File: config.mk
export PLATFORM = sky130hd
export DESIGN_NAME = ldm_stm_seq
export DESIGN_NICKNAME = d
export VERILOG_FILES = /design/src/rtl/ldm_stm_seq.sv
export SDC_FILE = /design/constraint.sdc
export NUM_CORES = 1
export LEC_CHECK = 0
export CAP_MARGIN = 20
export CORE_MARGIN = 8
export CORE_UTILIZATION = 40
export CTS_CLUSTER_DIAMETER = 40
export CTS_CLUSTER_SIZE = 24
export DETAILED_ROUTE_END_ITERATION = 8
export PLACE_DENSITY = 0.67
export RECOVER_POWER = 100
export SYNTH_ARGS = -nofsm -noshare
export SYNTH_HDL_FRONTEND = slang
export SYNTH_SLANG_ARGS = --single-unit
File: constraint.sdc
create_clock -name clk -period 20.3 [get_ports clk]
set_input_delay 5.075 -clock clk [delete_from_list [all_inputs] [get_ports clk]]
set_output_delay 5.075 -clock clk [all_outputs]
set_load 0.005 [all_outputs]
File: src/rtl/ldm_stm_seq.sv
// Block-transfer sequencer for load/store-multiple: walks a register list,
// issues one word access per selected register, then optionally writes back the base.
module ldm_stm_seq (
  input  logic        clk,
  input  logic        rst,
  input  logic        start,
  input  logic        is_load,
  input  logic        pre,
  input  logic        up,
  input  logic        wb,
  input  logic [3:0]  base_reg,
  input  logic [31:0] base_val,
  input  logic [14:0] reg_list,
  output logic        busy,
  output logic        done,
  output logic        mem_req,
  output logic        mem_we,
  output logic [31:0] mem_addr,
  output logic [31:0] mem_wdata,
  input  logic [31:0] mem_rdata,
  input  logic        mem_ack,
  output logic [3:0]  rf_a0,
  input  logic [31:0] rf_q0,
  output logic [3:0]  rf_write_reg,
  output logic [31:0] rf_data_in,
  output logic        rf_we
);

  // state | meaning
  // IDLE  | waiting for start; request inputs latched on start
  // XFER  | one memory access per remaining list bit, lowest index first
  // WB    | one-cycle base register write-back
  // DONE  | one-cycle completion pulse
  typedef enum logic [1:0] {IDLE, XFER, WB, DONE} state_t;

  state_t      state;
  logic [14:0] rem;
  logic        lat_load;
  logic        lat_wb;
  logic        lat_wb_en;
  logic [3:0]  lat_base_reg;
  logic [31:0] lat_wb_val;

  logic [4:0]  n_cnt;
  logic [31:0] n_bytes;
  logic [31:0] start_addr;
  logic [3:0]  cur_idx;
  logic [14:0] rem_next;
  logic [15:0] list_ext;
  logic        wb_hit;
  logic        ack_ok;

  always_comb begin
    n_cnt = '0;
    for (int i = 0; i < 15; i++) n_cnt = n_cnt + {4'd0, reg_list[i]};
  end

  assign n_bytes  = {25'd0, n_cnt, 2'b00};
  assign list_ext = {1'b0, reg_list};
  // a loaded base register keeps its loaded value, and r15 is never written back
  assign wb_hit   = (base_reg != 4'd15) && !(is_load && list_ext[base_reg]);

  always_comb begin
    case ({up, pre})
      2'b10:   start_addr = base_val;
      2'b11:   start_addr = base_val + 32'd4;
      2'b00:   start_addr = base_val - n_bytes + 32'd4;
      default: start_addr = base_val - n_bytes;
    endcase
  end

  always_comb begin
    cur_idx = '0;
    for (int i = 14; i >= 0; i--) if (rem[i]) cur_idx = i[3:0];
  end

  assign rem_next  = rem & ~(15'd1 << cur_idx);
  assign ack_ok    = (state == XFER) && mem_req && mem_ack;
  assign rf_a0     = (state == XFER) ? cur_idx : 4'd0;
  assign mem_wdata = rf_q0;

  always_comb begin
    rf_we        = 1'b0;
    rf_write_reg = '0;
    rf_data_in   = '0;
    if (ack_ok && lat_load) begin
      rf_we        = 1'b1;
      rf_write_reg = cur_idx;
      rf_data_in   = mem_rdata;
    end else if (state == WB && lat_wb_en) begin
      rf_we        = 1'b1;
      rf_write_reg = lat_base_reg;
      rf_data_in   = lat_wb_val;
    end
  end

  always_ff @(posedge clk) begin
    if (rst) begin
      state        <= IDLE;
      busy         <= 1'b0;
      done         <= 1'b0;
      mem_req      <= 1'b0;
      mem_we       <= 1'b0;
      mem_addr     <= '0;
      rem          <= '0;
      lat_load     <= 1'b0;
      lat_wb       <= 1'b0;
      lat_wb_en    <= 1'b0;
      lat_base_reg <= '0;
      lat_wb_val   <= '0;
    end else begin
      case (state)
        IDLE: begin
          done <= 1'b0;
          if (start) begin
            lat_load     <= is_load;
            lat_wb       <= wb;
            lat_wb_en    <= wb && wb_hit;
            lat_base_reg <= base_reg;
            lat_wb_val   <= up ? base_val + n_bytes : base_val - n_bytes;
            rem          <= reg_list;
            mem_addr     <= start_addr;
            if (n_cnt == 5'd0) begin
              state <= DONE;
              done  <= 1'b1;
            end else begin
              state   <= XFER;
              busy    <= 1'b1;
              mem_req <= 1'b1;
              mem_we  <= ~is_load;
            end
          end
        end
        XFER: begin
          if (mem_req && mem_ack) begin
            mem_req  <= 1'b0;
            rem      <= rem_next;
            mem_addr <= mem_addr + 32'd4;
            if (rem_next == 15'd0) begin
              mem_we <= 1'b0;
              if (lat_wb) begin
                state <= WB;
              end else begin
                state <= DONE;
                busy  <= 1'b0;
                done  <= 1'b1;
              end
            end
          end else if (!mem_req) begin
            mem_req <= 1'b1;
          end
        end
        WB: begin
          state <= DONE;
          busy  <= 1'b0;
          done  <= 1'b1;
        end
        default: begin
          state <= IDLE;
          done  <= 1'b0;
        end
      endcase
    end
  end

endmodule

# ---- Yosys cells after proc, flatten, opt, wreduce, memory -nomap -nowiden
# Cells that the tools add are included.
dict set report word_totals {
  regBits 92
  word_cells 125
  out_inout_bits 109
}
dict set report op_classes {
  magnitude_cmp 1
  n_mux 57
  eq_ne 10
  shift 1
  bitwise 3
  reduce_logical 22
  add_sub_neg 19
}
# cell count
set ops {}
lappend ops {{32-bit two-way mux} 5}
lappend ops {{32-bit by 3-bit adder with 32-bit output, second input constant} 3}
lappend ops {{32-bit case mux with 3 select lines} 1}
lappend ops {{4-bit two-way mux} 18}
lappend ops {{32-bit case mux with 2 select lines} 1}
lappend ops {{5-bit by 1-bit adder with 5-bit output} 10}
lappend ops {{32-bit by 7-bit adder with 32-bit output} 1}
lappend ops {{32-bit by 7-bit subtractor with 32-bit output} 1}
lappend ops {{15-bit two-way mux} 2}
lappend ops {{15-bit case mux with 2 select lines} 1}
lappend ops {{1-bit two-way mux} 19}
lappend ops {{15-bit AND} 1}
lappend ops {{15-bit zero test} 1}
lappend ops {{15-bit NOT} 1}
lappend ops {{1-bit by 4-bit left shift with 15-bit output, first input constant} 1}
lappend ops {{3-bit AND reduction} 4}
lappend ops {{1-bit logical AND} 8}
lappend ops {{2-bit two-way mux} 4}
lappend ops {{2-bit equality test, second input constant} 3}
lappend ops {{2-bit inequality test, second input constant} 3}
lappend ops {{1-bit case mux with 3 select lines} 2}
lappend ops {{2-bit case mux with 3 select lines} 1}
lappend ops {{6-bit AND reduction} 1}
lappend ops {{4-bit by 1-bit adder with 5-bit output} 1}
lappend ops {{17 further kinds} 20}

# ---- Depth between registers and ports, before layout
dict set report depth {
  ltp_word 22
  mapped_depth 26
  ltp_nobuf 22
}

# ---- Worst setup path after synthesis
# OpenSTA, ideal clock, no wires.
dict set report synth_timing {
  path_type {input to register}
  start {input port reg_list[0]}
  end {register mem_addr[25]}
  setup_ns 0.067
  t_required_ns 20.233
  slack_ns 9.086
  t_arrival_ns 11.147
  path_stages 20
  path_cell_list {inv_1 -> fa_1 -> fa_1 -> fa_1 -> fa_1 -> fa_1 -> fa_1 -> xor2_1 -> inv_1 -> ha_1 -> clkbuf_1 -> o21ba_2 -> o21ai_4 -> or2_4 -> or4_4 -> a211oi_4 -> nand4_4 -> or4b_1 -> a311o_1 -> o21ai_2}
}
dict set report synth_via {
  elab_chain_len 19
}
# item line_no
set synth_lines {}
lappend synth_lines {{start, declared} 13} ;# input logic [14:0] reg_list,
lappend synth_lines {{1-bit by 1-bit adder with 2-bit output *} 55} ;# for (int i = 0; i < 15; i++) n_cnt = n_cnt + {4'd0, reg_list[i]};
lappend synth_lines {{2-bit by 1-bit adder with 3-bit output *} 55}
lappend synth_lines {{3-bit by 1-bit adder with 4-bit output *} 55}
lappend synth_lines {{4-bit by 1-bit adder with 5-bit output *} 55}
lappend synth_lines {{5-bit by 1-bit adder with 5-bit output * (10 in a row)} 55}
lappend synth_lines {{32-bit by 7-bit subtractor with 32-bit output *} {67, 68}}
lappend synth_lines {{32-bit by 3-bit adder with 32-bit output} 67} ;# 2'b00: start_addr = base_val - n_bytes + 32'd4;
lappend synth_lines {{32-bit case mux with 3 select lines *} 64} ;# case ({up, pre})
lappend synth_lines {{32-bit two-way mux *} 115} ;# if (start) begin
lappend synth_lines {{32-bit case mux with 2 select lines *} 112} ;# case (state)
lappend synth_lines {{end signal, assigned} 122} ;# mem_addr <= start_addr;
lappend synth_lines {{end signal, assigned} 138} ;# mem_addr <= mem_addr + 32'd4;
lappend synth_lines {{end, declared} 18} ;# output logic [31:0] mem_addr,
# Mark *: on every way between the ends. The rest lies on a longest branch, timed or not. The select of a mux whose other input is x is not followed.
# A chain may end at the register's enable or synchronous reset.

# ---- Worst setup path after layout
dict set report layout_timing {
  start {input port mem_ack}
  end {output port rf_write_reg[0]}
}
dict set report layout_via {
  elab_chain_len 3
}
# item line_no
set layout_lines {}
lappend layout_lines {{start, declared} 21} ;# input logic mem_ack,
lappend layout_lines {{1-bit logical AND} 78} ;# assign ack_ok = (state == XFER) && mem_req && mem_ack;
lappend layout_lines {{1-bit logical AND} 86} ;# if (ack_ok && lat_load) begin
lappend layout_lines {{4-bit two-way mux} 86}
lappend layout_lines {{end, declared} 24} ;# output logic [3:0] rf_write_reg,
# Every way passes these cells.

==> out/metrics.csv <==
metric,value,unit
I/O Buffers,167,
via count,10700,
"Top FF cell, synth",dfxtp_1,
CP arrival,8.71,ns
first-pass GRT wire length,54.0,mm
status,finished with violations,
DR pass1 iterations,5,
core box area,0.0240,sq mm
CTS buffer count,9,
syn avg cell area,6.85,sq um
Worst Hold End,lat_wb_val[24],
largest net degree at the start of global routing,80,
initial antenna violation count,0,
share of cells above drive strength 1,4.39,%
fin crit share,67.9,%
RR Startpoint,state[1],
WL per Instance,19.1,microns
Final Critical Period,13.78,ns
initial core utilization,40.4,%
Hold Path Stages,2,
Die W,172,microns
Synth area leaders,"dfxtp_1 (19%), nand2_1 (9.6%), a21oi_1 (6.4%)",
Pins Over Slew Limit,257,
HP Start,lat_wb_val[24],
Root Driver,clkbuf_16,
FP Rows,57,
Hold Fails Final Rpt,0,
Residual DRC,0,
Layout Area Growth over Synthesis,16.8,%
worst-path maximum fanout,72,
io pins,232,
Chip Height,172,microns
Post-synth EDFFs,0,
synth warn,0,
Syn Std Cell Area,0.00970,sq mm
Seq cells post-synth,92,
H-tree depth,3,
Vias/cell,5.91,
gr usage total,23.0,%
Layout Nets,1630,
skew final,0.0149,ns
worst r2r dst,mem_addr[31],
Largest regs,"lat_wb_val (32), mem_addr (32), rem (15)",
failing checks,"capacitance limit, slew limit",
Unique masters post-synth,102,
syn nets,1571,
Worst Hold Class,register to register,
CP Launch Type,input pin,
routability cong.,1.01,
worst hold slack,0.455,ns
area of the multi-input gates,0.00685,sq mm
"Clk Latency, worst-skew pair",0.37,ns
"setup slack, reg-to-reg",14.65,ns
Reg area,0.00184,sq mm
Detail Route Antenna Nets,0,
die area,0.0295,sq mm
Slew HR,-78.4,%
sequential area share after synthesis,19.0,%
Cells after Synth,1416,
share of the synthesized area in the top cell type,19.0,%
Reg2Reg Depth,9,
Max VDD drop,65.3,uV
Critical Path RT,15.23,ns
Clock Sinks,92,
Leak,4.14,nW
fillers,2520,
Pwr Density,103,mW/mm^2
hold buffers post-CTS,0,
setup bufs post-CTS,0,
Slew @ Worst Pin,2.68,ns
f_max,72.6,MHz
antenna fix cells,0,
vias in the first global route,9947,
"Setup violations, final",0,
Setup CP Type,input pin to output pin,
total grt overflow,0,
initial drt markers,1078,
leading area contributor after synthesis,dfxtp_1,
CTS resizes,0,
Setup crit end kind,output pin,
max cap viols,5,
total negative setup slack,0,ns
CTS tree,built,
Worst-path clk slew,0.07,ns
placed wire-length estimate,26.2,mm
Async SR Flop Fraction,0,%
CTS Buffer Depth,2,
drt total wl,34.4,mm
RSZ-0062 raised after global routing,false,
## cell families (layout without fill, tap and decap cells)
family / after synthesis / in the layout / synth area share [%]
compound gates: 393 / 393 / 25.8
buf+inv: 185 / 249 / 9.97
simple gates: 615 / 615 / 30.5
mux: 17 / 17 / 2.28
xor+xnor: 82 / 82 / 7.40
fa+ha+maj: 32 / 32 / 5.06
flops: 92 / 92 / 19.0
## layer usage
layer / GRT usage, % / vias to the layer above / wire length (microns)
met5: 0 / - / 0
li1: - / 5112 / -
met1: 30.8 / 5040 / 15000
met4: 8.40 / 0 / 978
met3: 3.97 / 65 / 2890
met2: 36.6 / 450 / 15500
## how the worst max path moves through the flow
stage | startpoint | endpoint | slack [ns] | cells past startpoint
2_1_floorplan | reg_list[0] | mem_addr[25] | 9.09 | 20
3_3_place_gp | mem_ack | rf_write_reg[2] | 8.08 | 6
3_5_place_dp | mem_ack | rf_write_reg[3] | 8.03 | 7
4_1_cts | mem_ack | rf_write_reg[3] | 8.03 | 7
5_1_grt | mem_ack | rf_data_in[8] | 5.96 | 6
6_report | mem_ack | rf_write_reg[0] | 6.52 | 6
## per-stage QoR
step | cell area (sq um) | utilization, % | power (W) | std cells | setup WS [ns]
5_1_grt | 11300 | 47.2 | 0.00126 | 1804 | 5.96
3_5_place_dp | 11100 | 46.3 | 0.00100 | 1788 | 8.03
2_1_floorplan | 9700 | - | 0.000758 | 1416 | 9.09
4_1_cts | 11400 | 47.6 | 0.00118 | 1804 | 8.03
6_report | 11300 | 47.2 | 0.00117 | 1804 | 6.52
3_3_place_gp | 11100 | 46.3 | 0.000996 | 1788 | 8.08
## cell type report
class | instances | share of cell area, %
Clock buffer | 10 | 2.11
Clock inverter | 6 | 0.508
Inverter | 49 | 1.62
Multi-Input combinational cell | 1139 | 60.4
Sequential cell | 92 | 16.2
Tap cell | 324 | 3.58
Timing Repair Buffer | 184 | 15.5
## critical path: stages
cell	delay [ns]
dlygate4sd3_1	0.55
nand2_1	0.16
nor2_4	0.13
clkbuf_1	1.74
o21ai_0	0.35
dlygate4sd3_1	0.69
## cells in the mapped netlist, drive strengths merged (5+ instances only)
library cell	count
and3	13
clkbuf	82
buf	53
nor2	123
nand4	18
fa	12
mux2i	12
nor2b	10
xor2	41
nand2	248
o22ai	10
and2	8
o21a	8
dfxtp	92
or4	11
nand3	45
xnor2	41
nor4	24
o211a	5
o211ai	10
ha	20
o21ai	106
a21o	12
o31ai	13
nor3	58
or2	9
nor3b	5
nand2b	15
a221oi	7
or3	15
inv	47
a22oi	17
a211oi	16
a31oi	8
a21oi	124
## power by group
part           leakage [nW]  switching, W  internal (W)
sequential            0.755     0.0000478      0.000226
combinational          3.25      0.000453      0.000266
clock                 0.138     0.0000856     0.0000887
total                  4.14      0.000587      0.000581
## cells in the final DEF, fill, tap and decap left out, types with 8 or more instances in the layout
cell type / instances
nand2_1: 247
a21oi_1: 124
nor2_1: 121
o21ai_0: 106
dfxtp_1: 92
clkdlybuf4s50_1: 90
dlygate4sd3_1: 76
nor3_1: 55
inv_1: 46
nand3_1: 45
xor2_1: 41
xnor2_1: 41
nor4_1: 21
ha_1: 19
a22oi_1: 17
nand4_1: 16
nand2b_1: 15
or3_1: 15
a211oi_1: 15
o31ai_1: 13
mux2i_1: 12
and3_1: 12
fa_1: 12
a21o_1: 11
or4_1: 10
nor2b_1: 10
o211ai_1: 10
o22ai_1: 10
clkbuf_1: 10
clkbuf_16: 9
o21a_1: 8
a31oi_1: 8
Note: power is estimated with default switching activity, not from simulation.
